## config.mk

```make
export PLATFORM = sky130hd
export DESIGN_NAME = controlador_turnos
export DESIGN_NICKNAME = d
export VERILOG_FILES = /design/src/rtl/controlador_turnos.sv
export SDC_FILE = /design/constraint.sdc
export NUM_CORES = 1
export LEC_CHECK = 0
export ABC_AREA = 1
export BUFFER_PORTS_ARGS = -buffer_cell sky130_fd_sc_hd__buf_2
export CAP_MARGIN = 25
export CORE_UTILIZATION = 31
export DETAILED_ROUTE_END_ITERATION = 16
export PLACE_DENSITY = 0.53
export SYNTH_ARGS = -nofsm -noshare
export SYNTH_HDL_FRONTEND = slang
export SYNTH_SLANG_ARGS = --single-unit
```

## constraint.sdc

```tcl
create_clock -name clk -period 1.6 [get_ports clk]
set_clock_uncertainty 0.05 [all_clocks]
set_input_delay 0.16 -clock clk [delete_from_list [all_inputs] [get_ports clk]]
set_output_delay 0.16 -clock clk [all_outputs]
set_load 0.005 [all_outputs]
```

## src/rtl/controlador_turnos.sv

```systemverilog
// Turn controller for one game board: arms and gates the 10 s countdown
// timer, accepts the current player's move, requests an automatic move on
// timeout, alternates players and declares a forfeit after repeated
// consecutive timeouts by the same player.
module controlador_turnos #(
  parameter int MAX_TIMEOUTS = 3,
  parameter int WARN_SECS    = 3
) (
  input  logic       clk,
  input  logic       reset,
  input  logic       start,
  input  logic       game_over,
  input  logic       jugada_valida,
  input  logic       tiempo_agotado,
  input  logic [3:0] segundos_restantes,
  input  logic       auto_done,
  output logic       timer_reset,
  output logic       timer_enable,
  output logic       jugador,
  output logic       turno_activo,
  output logic       auto_req,
  output logic       alerta,
  output logic       forfeit,
  output logic       ganador
);

  typedef enum logic [2:0] {
    IDLE   = 3'd0,
    ARM    = 3'd1,
    RUN    = 3'd2,
    AUTO   = 3'd3,
    SWITCH = 3'd4,
    DONE   = 3'd5
  } state_t;

  state_t          state_q, state_d;
  logic            jugador_q, jugador_d;
  logic [1:0][2:0] cnt_q, cnt_d;
  logic            forfeit_q, forfeit_d;
  logic            ganador_q, ganador_d;
  logic            timer_reset_q, timer_enable_q, turno_activo_q, auto_req_q;
  logic [2:0]      cntInc;

  // Next-state and bookkeeping: decides the following phase of the turn,
  // the player to move and each player's consecutive-timeout count.
  always_comb begin
    state_d   = state_q;
    jugador_d = jugador_q;
    cnt_d     = cnt_q;
    forfeit_d = forfeit_q;
    ganador_d = ganador_q;
    cntInc    = cnt_q[jugador_q] + 3'd1;
    case (state_q)
      IDLE: begin
        if (start) begin
          state_d   = ARM;
          jugador_d = 1'b0;
          cnt_d     = '0;
          forfeit_d = 1'b0;
          ganador_d = 1'b0;
        end
      end
      ARM: begin
        if (game_over) state_d = DONE;
        else           state_d = RUN;
      end
      RUN: begin
        if (game_over) begin
          state_d = DONE;
        end else if (jugada_valida) begin
          cnt_d[jugador_q] = 3'd0;
          state_d          = SWITCH;
        end else if (tiempo_agotado) begin
          cnt_d[jugador_q] = cntInc;
          if (cntInc == 3'(MAX_TIMEOUTS)) begin
            state_d   = DONE;
            forfeit_d = 1'b1;
            ganador_d = ~jugador_q;
          end else begin
            state_d = AUTO;
          end
        end
      end
      AUTO: begin
        if (game_over)      state_d = DONE;
        else if (auto_done) state_d = SWITCH;
      end
      SWITCH: begin
        if (game_over) begin
          state_d = DONE;
        end else begin
          jugador_d = ~jugador_q;
          state_d   = ARM;
        end
      end
      DONE: begin
        if (start) begin
          state_d   = ARM;
          jugador_d = 1'b0;
          cnt_d     = '0;
          forfeit_d = 1'b0;
          ganador_d = 1'b0;
        end
      end
      default: state_d = IDLE;
    endcase
  end

  // State register with outputs decoded from the next state so every turn
  // output changes on the same edge as the state it belongs to.
  always_ff @(posedge clk or posedge reset) begin
    if (reset) begin
      state_q        <= IDLE;
      jugador_q      <= 1'b0;
      cnt_q          <= '0;
      forfeit_q      <= 1'b0;
      ganador_q      <= 1'b0;
      timer_reset_q  <= 1'b1;
      timer_enable_q <= 1'b0;
      turno_activo_q <= 1'b0;
      auto_req_q     <= 1'b0;
    end else begin
      state_q        <= state_d;
      jugador_q      <= jugador_d;
      cnt_q          <= cnt_d;
      forfeit_q      <= forfeit_d;
      ganador_q      <= ganador_d;
      timer_reset_q  <= (state_d == IDLE) || (state_d == ARM);
      timer_enable_q <= (state_d == RUN);
      turno_activo_q <= (state_d == RUN);
      auto_req_q     <= (state_d == AUTO);
    end
  end

  assign timer_reset  = timer_reset_q;
  assign timer_enable = timer_enable_q;
  assign turno_activo = turno_activo_q;
  assign auto_req     = auto_req_q;
  assign jugador      = jugador_q;
  assign forfeit      = forfeit_q;
  assign ganador      = ganador_q;

  // The low-time warning follows the timer directly and is silenced once
  // the timer reports expiry.
  assign alerta = (state_q == RUN) && (segundos_restantes <= 4'(WARN_SECS)) && !tiempo_agotado;

endmodule

```

==> results.md, run 1 <==
* Placed cell areas at 1200 µm²
* Final Slew Violations at 0
* I/O Pins at 19
* Final Hold Vio Count at 0
* Post-route DRC at 0
* Max Clock Freq at 0.654 GHz
* Die Ht at 60.1 µm
* First-pass GRT wire length at 4170 µm
* Critical-path maximum fanout at 6
* Worst hold path type: primary input to register
* P_leak at 0.747 nW
* Die ar. at between 3000 and 4000 µm²
* Routed length per instance at 10.9 µm
* Grt total ovfl at 0
* DR iter-0 viols at 45
* Pin count of the biggest net entering global routing at 16
* Worst EP arrival at 1.32 ns
* Clk sinks at 15
* Hold depth at 6
* CP Capture Type: output port
* CTS clk-pin slew, worst paths at 0.10 ns
* Antenna diodes at 0
* GRT Total Usage at 15.6%
* CTS root buf: clkbuf_4
* Antenna violations before repair at 0
* Core area at 3130 µm²
* Post-Syn Area per Cell at 6.57 µm²
* Share of the yosys chip area belonging to registers at between 30% and 40%
* Top cells by count, synth: nand2_1 (53), inv_1 (25), nand3_1 (20)
* Hold WS at 0.195 ns
* Port bufs at 16
* Clock network fraction of total power at 8.2%
* Top_reg_cell synth: dfrtp_1
* Final nets at 199
* Layout area overhead at 35.1%
* Startpoint types: register
* Via density at between 4 and 5
* Max-Cap Viols at 0
* Drt total wl at 2490 µm
* Synth Instances at 159
* Switch Pwr at about 1.3 mW
* Final worst-path cycle share at 95.5%
* Horiz. Die Dim at 60.1 µm
* Filler instances at 334
* Via Count at 1062
* DRT Pass-1 Iters at 4
* Power Internal at between 1 and 1.5 mW
* Status: finished clean
* Final min period at about 1.5 ns
* Top cell type's share of synthesized area at 33.5%
* Reg power frac at 26.8%
* Number of flops mapped to enable cells by yosys at 0
* Sw frac at 49.1%
* Skew-Pair Late Insertion Delay at 0.28 ns
* DP Wirelength at between 1500 and 2000 µm
* Initial Util at 33.4%
* Share of cells above drive strength 1 at around 41%
* TritonCTS clock tree: yes
* Crit Path Category: register to output port
* ANT nets after route at 0
* Vias in the first global route at approximately 950
* Num CTS Buffers at 3
* Worst Tran Pin Value at 0.593 ns
* Post-Syn Area at 1040 µm²
* FF+latch count, synth at 15
* # setup viols final at 0
* Slew Limit Headroom at 60.4%
* Reg2reg path depth at 8
* Biggest area consumer among synthesized cells: dfrtp_1
* Largest cells by area after synthesis: dfrtp_1 (34%), nand2_1 (19%), nand3_1 (9.6%)
* Peak supply drop at 0.000773 V
* Final Cell Area at 1410 µm²
* Most frequent cell after synthesis: nand2_1
* Synth Net Count at 172
* RSZ-0062 raised after global routing: yes
* Async S/R FF share, synth at 100%
* Logic pwr share at 65.0%
* Site Rows at 20
* PwrDens at ~1900 nW/µm²
* H-tree lvl count at 1
* Placer Congestion at 0.787
* Distinct cells, synth at 22
* Clock buffer depth at 2
* Critical Path RT at 1.39 ns
* Core Util, Final at 45.1%
* Synth warnings at 0
## logic make-up (layout without fill, tap and decap cells)
| logic type | after synthesis | after routing | synth area share (%) |
|---|---|---|---|
| AND/OR/NAND/NOR | 96 | 96 | 41.3 |
| buffers and inverters | 30 | 56 | 12.2 |
| flip-flops | 15 | 15 | 36.0 |
| adder cells (fa/ha/maj) | 2 | 2 | 2.39 |
| AO/OA/AOI/OAI | 16 | 16 | 8.02 |
## cell usage in the layout, fill, tap and decap left out
master and count:
a21oi_1 6, a21oi_2 2, buf_2 16, buf_4 8
buf_6 2, clkbuf_4 3, clkinv_2 1, dfrtp_1 11
dfrtp_2 3, dfstp_2 1, dlygate4sd3_1 1, ha_4 2
inv_1 19, inv_2 5, inv_4 1, nand2_1 37
nand2_2 16, nand2_4 2, nand3_1 15, nand3_2 4
nand3_4 1, nand3b_1 1, nand4_1 3, nor2_1 6
nor2_2 2, nor2_4 3, nor3_1 3, nor3_2 1
nor4_1 1, o2111ai_1 1, o21ai_0 6, o21ai_4 1
or2_2 1
## critical path, stage by stage, from the launching register on
cell and delay, ns:
dfrtp_2 0.47, nand3b_1 0.24, nor4_1 0.17, buf_2 0.15
## what timing repair did
| action | CTS | global route |
|---|---|---|
| cloned | 0 | 0 |
| buffers inserted | 1 | 2 |
| resized for setup | 4 | 43 |
| setup endpoints to repair | 8 | 14 |
| hold endpoints to repair | 14 | 0 |
| pin swaps | 1 | 15 |
| hold buffers | 1 | 0 |
## path summary, 6_finish.rpt
path,start,endpoint,slack (ns)
min in group asynchronous,reset,state_q[1],0.43
max in group asynchronous,reset,state_q[2],0.65
worst max-delay path,state_q[0],alerta,0.07
worst min-delay path,auto_done,timer_reset,0.19
worst max register to register,jugador,cnt_q[4],0.07
worst min register to register,ganador,ganador,0.43
## cell type report
class	count	area (µm²)	area share (%)
Clock buffer	3	22.5	1.60
Clock inverter	1	5.00	0.355
Inverter	25	96.3	6.83
Multi-Input combinational cell	114	679	48.1
Sequential cell	15	380	27.0
Tap cell	44	55.1	3.90
Timing Repair Buffer	27	173	12.2
## routing by layer
metal | part of all wire [%] | wire, µm | GRT usage [%] | vias up
li1 | - | - | - | 558
met1 | 43 | 1070 | 20.9 | 485
met2 | 52 | 1310 | 25.1 | 17
met3 | 3.9 | 97 | 2.60 | 2
met4 | 0.64 | 16 | 5.98 | 0
met5 | 0 | 0 | 0 | -
## power groups by stage
stage	clock, mW	combinational (mW)	sequential [mW]
global route	0.256	2.00	0.757
finish	0.222	1.77	0.729
detailed placement	0	1.42	0.699
CTS	0.233	1.45	0.691
global placement	0	1.39	0.701
floorplan	0	1.06	0.676
## sequential cells by signal, indices dropped and copies added, names as in the netlist
name,flops
auto_req,1
cnt_q,6
forfeit,1
ganador,1
jugador,1
state_q,3
timer_reset,1
turno_activo,1
## metrics by stage
| step | worst slack [ns] | total power, mW | setup TNS [ns] | instances |
|---|---|---|---|---|
| 2_1_floorplan | 0 | 1.74 | 0 | 159 |
| 3_5_place_dp | -0.0915 | 2.12 | -0.408 | 221 |
| 5_1_grt | -0.0344 | 3.02 | -0.134 | 229 |
| 6_report | 0.0716 | 2.72 | 0 | 229 |
| 4_1_cts | -0.00336 | 2.38 | -0.00336 | 227 |
| 3_3_place_gp | -0.0487 | 2.09 | -0.164 | 221 |
No activity file was read; power rests on OpenSTA's default activity.
==> run 2: changes to the inputs <==
--- a/config.mk
+++ b/config.mk
@@ -9,7 +9,10 @@
 export BUFFER_PORTS_ARGS = -buffer_cell sky130_fd_sc_hd__buf_2
 export CAP_MARGIN = 25
 export CORE_UTILIZATION = 31
+export CTS_BUF_LIST = sky130_fd_sc_hd__clkbuf_16
+export CTS_CLUSTER_SIZE = 8
 export DETAILED_ROUTE_END_ITERATION = 16
+export GPL_ROUTABILITY_DRIVEN = 0
 export PLACE_DENSITY = 0.53
 export SYNTH_ARGS = -nofsm -noshare
 export SYNTH_HDL_FRONTEND = slang
==> run 2 against run 1 <==
Compared with the run above:
- sequential power about the same
- combinational power down 3%
- worst setup slack worse by 0.0050 ns
- count of clock-buffer cells in the layout unchanged
- sequential cell count unchanged
- utilization up 1.1 points
- global-route usage up 0.32 points
==> results.md, run 2 (synthesis results as in run 1) <==
* Status: finished clean
* Vias in the first global route at 952 (+0.11%)
* DRT Pass-1 Iters at 4 (unchanged)
* RSZ-0062 raised after global routing: yes
* Die ar. at 3610 µm² (unchanged)
* Largest regs: cnt_q: 6 flops, state_q: 3 flops
* PwrDens at 2030 nW/µm² (+5.6%)
* Post-Place Cells at 221 (unchanged)
* Port bufs at 16 (unchanged)
* Initial Util at 33.4% (unchanged)
* CTS root buf: clkbuf_16
* Share of cells above drive strength 1 at 38.4% (-2.2 points)
* Post-route DRC at 0 (unchanged)
* Filler instances at 324 (-3.0%)
* Site Rows at 20 (unchanged)
* Die Ht at 60.1 µm (unchanged)
* Max-Cap Viols at 0 (unchanged)
* Final Hold Vio Count at 0 (unchanged)
* Fin cells at 229 (unchanged)
* Slew Limit Headroom at 60.1% (-0.29 points)
* Routed length per instance at 11.0 µm (+1.2%)
* I/O Pins at 19 (unchanged)
* Total chip power at 2.94 mW (+8.1%)
* DP Wirelength at 1880 µm (unchanged)
* Clock buffer depth at 2 (unchanged)
* Worst EP arrival at 1.67 ns (+0.35 ns)
* Number of flip-flops under the largest register name at 6 (unchanged)
* Final Slew Violations at 0 (unchanged)
* GRT Total Usage at 15.9% (+0.32 points)
* Max Clock Freq at 0.652 GHz (-0.32%)
* ANT nets after route at 0 (unchanged)
* TritonCTS clock tree: yes
* Reg with most FFs: cnt_q
* Clk sinks at 15 (unchanged)
* Final min period at 1.53 ns (+0.00498 ns)
* Critical Path RT at 1.74 ns (+0.35 ns)
* Hold WS at 0.225 ns (+0.0305 ns)
* Startpoint types: register
* Worst Tran Pin Value at 0.598 ns (+0.00433 ns)
* Crit Path Category: register to register
* Layout area overhead at 38.3%
* Antenna violations before repair at 0 (unchanged)
* Horiz. Die Dim at 60.1 µm (unchanged)
* Worst hold path type: primary input to register
* # setup viols final at 0 (unchanged)
* Worst Slack Setup Final at 0.0666 ns (-0.00498 ns)
* Via density at 4.71 (+1.5%)
* Final worst-path cycle share at 95.8% (+0.31 points)
* Final nets at 199 (unchanged)
* Antenna diodes at 0 (unchanged)
* CTS clk-pin slew, worst paths at 0.05 ns (-0.05 ns)
* Most frequent cells in the layout: nand2_1 (39), inv_1 (20), buf_2 (16)
* Most common cell after layout, fill and taps aside: nand2_1
* Area of the multi-input gates at 666 µm² (-2.0%)
* P_leak at 0.767 nW (+2.7%)
* Pin count of the biggest net entering global routing at 16 (unchanged)
* Drt total wl at 2520 µm (+1.2%)
* Critical-path maximum fanout at 6 (unchanged)
* Skew-Pair Late Insertion Delay at 0.25 ns (-0.03 ns)
* Num CTS Buffers at 3 (unchanged)
* H-tree lvl count at 1 (unchanged)
* Setup TNS at 0 ns (unchanged)
* DR iter-0 viols at 32 (-29%)
* Reg2reg path depth at 8 (unchanged)
* Peak supply drop at 0.000709 V (-8.2%)
* Grt total ovfl at 0 (unchanged)
* Register area at 382 µm² (+0.33%)
* Worst slack, placed at -0.0915 ns (unchanged)
* CP Capture Type: register
* First-pass GRT wire length at 4190 µm (+0.50%)
* Core area at 3130 µm² (unchanged)
* Hold depth at 3 (-3)
* Via Count at 1078 (+1.5%)
[run 2: through the flow]
stage / instance area (µm²) / utilization [%]
2_1_floorplan: 1050 / -
3_3_place_gp: 1200 / 38.3
5_1_grt: 1450 / 46.2
6_report: 1450 / 46.2
4_1_cts: 1310 / 41.7
3_5_place_dp: 1200 / 38.3
[run 2: what timing repair did]
action,4_1_cts,5_1_grt
endpoints found under the setup margin,7,14
resized for setup,4,37
setup buffers,1,2
pin swaps,0,11
hold endpoints to repair,14,0
hold buffers,1,0
[run 2: power by group]
part,switching [mW],internal [mW]
Sequential,0.166,0.566
Clock,0.158,0.334
Combinational,1.02,0.701
[run 2: final cells by class]
cell class	count	share of cell area [%]
well taps	44	3.81
multi-input cells	114	46.1
clock buffers	3	5.19
flip-flops and latches	15	26.4
repair buffers	27	11.7
inverters	25	6.49
clock inverters	1	0.346
[run 2: final timing paths]
| check | startpoint | to | slack [ns] |
|---|---|---|---|
| max | jugador | cnt_q[4] | 0.07 |
| min | start | state_q[0] | 0.23 |
| max reg2reg | jugador | cnt_q[4] | 0.07 |
| min reg2reg | ganador | ganador | 0.42 |
| max in group asynchronous | reset | jugador | 0.60 |
| min in group asynchronous | reset | forfeit | 0.48 |
[run 2: routing by layer]
layer / vias to the layer above / global-route usage, % / share of wire, %
met3: 5 / 3.25 / 3.5
met4: 0 / 6.98 / 1.4
met2: 24 / 24.8 / 49
met5: - / 0 / 0
li1: 556 / - / -
met1: 493 / 21.3 / 46
[run 2: worst max-delay path, cell delays in order (launching register included)]
cell	delay [ns]
dfrtp_2	0.46
o21ai_4	0.17
inv_1	0.10
ha_4	0.24
inv_1	0.08
a21oi_1	0.07
nor3_1	0.18
nand2_1	0.08
nand2_1	0.06
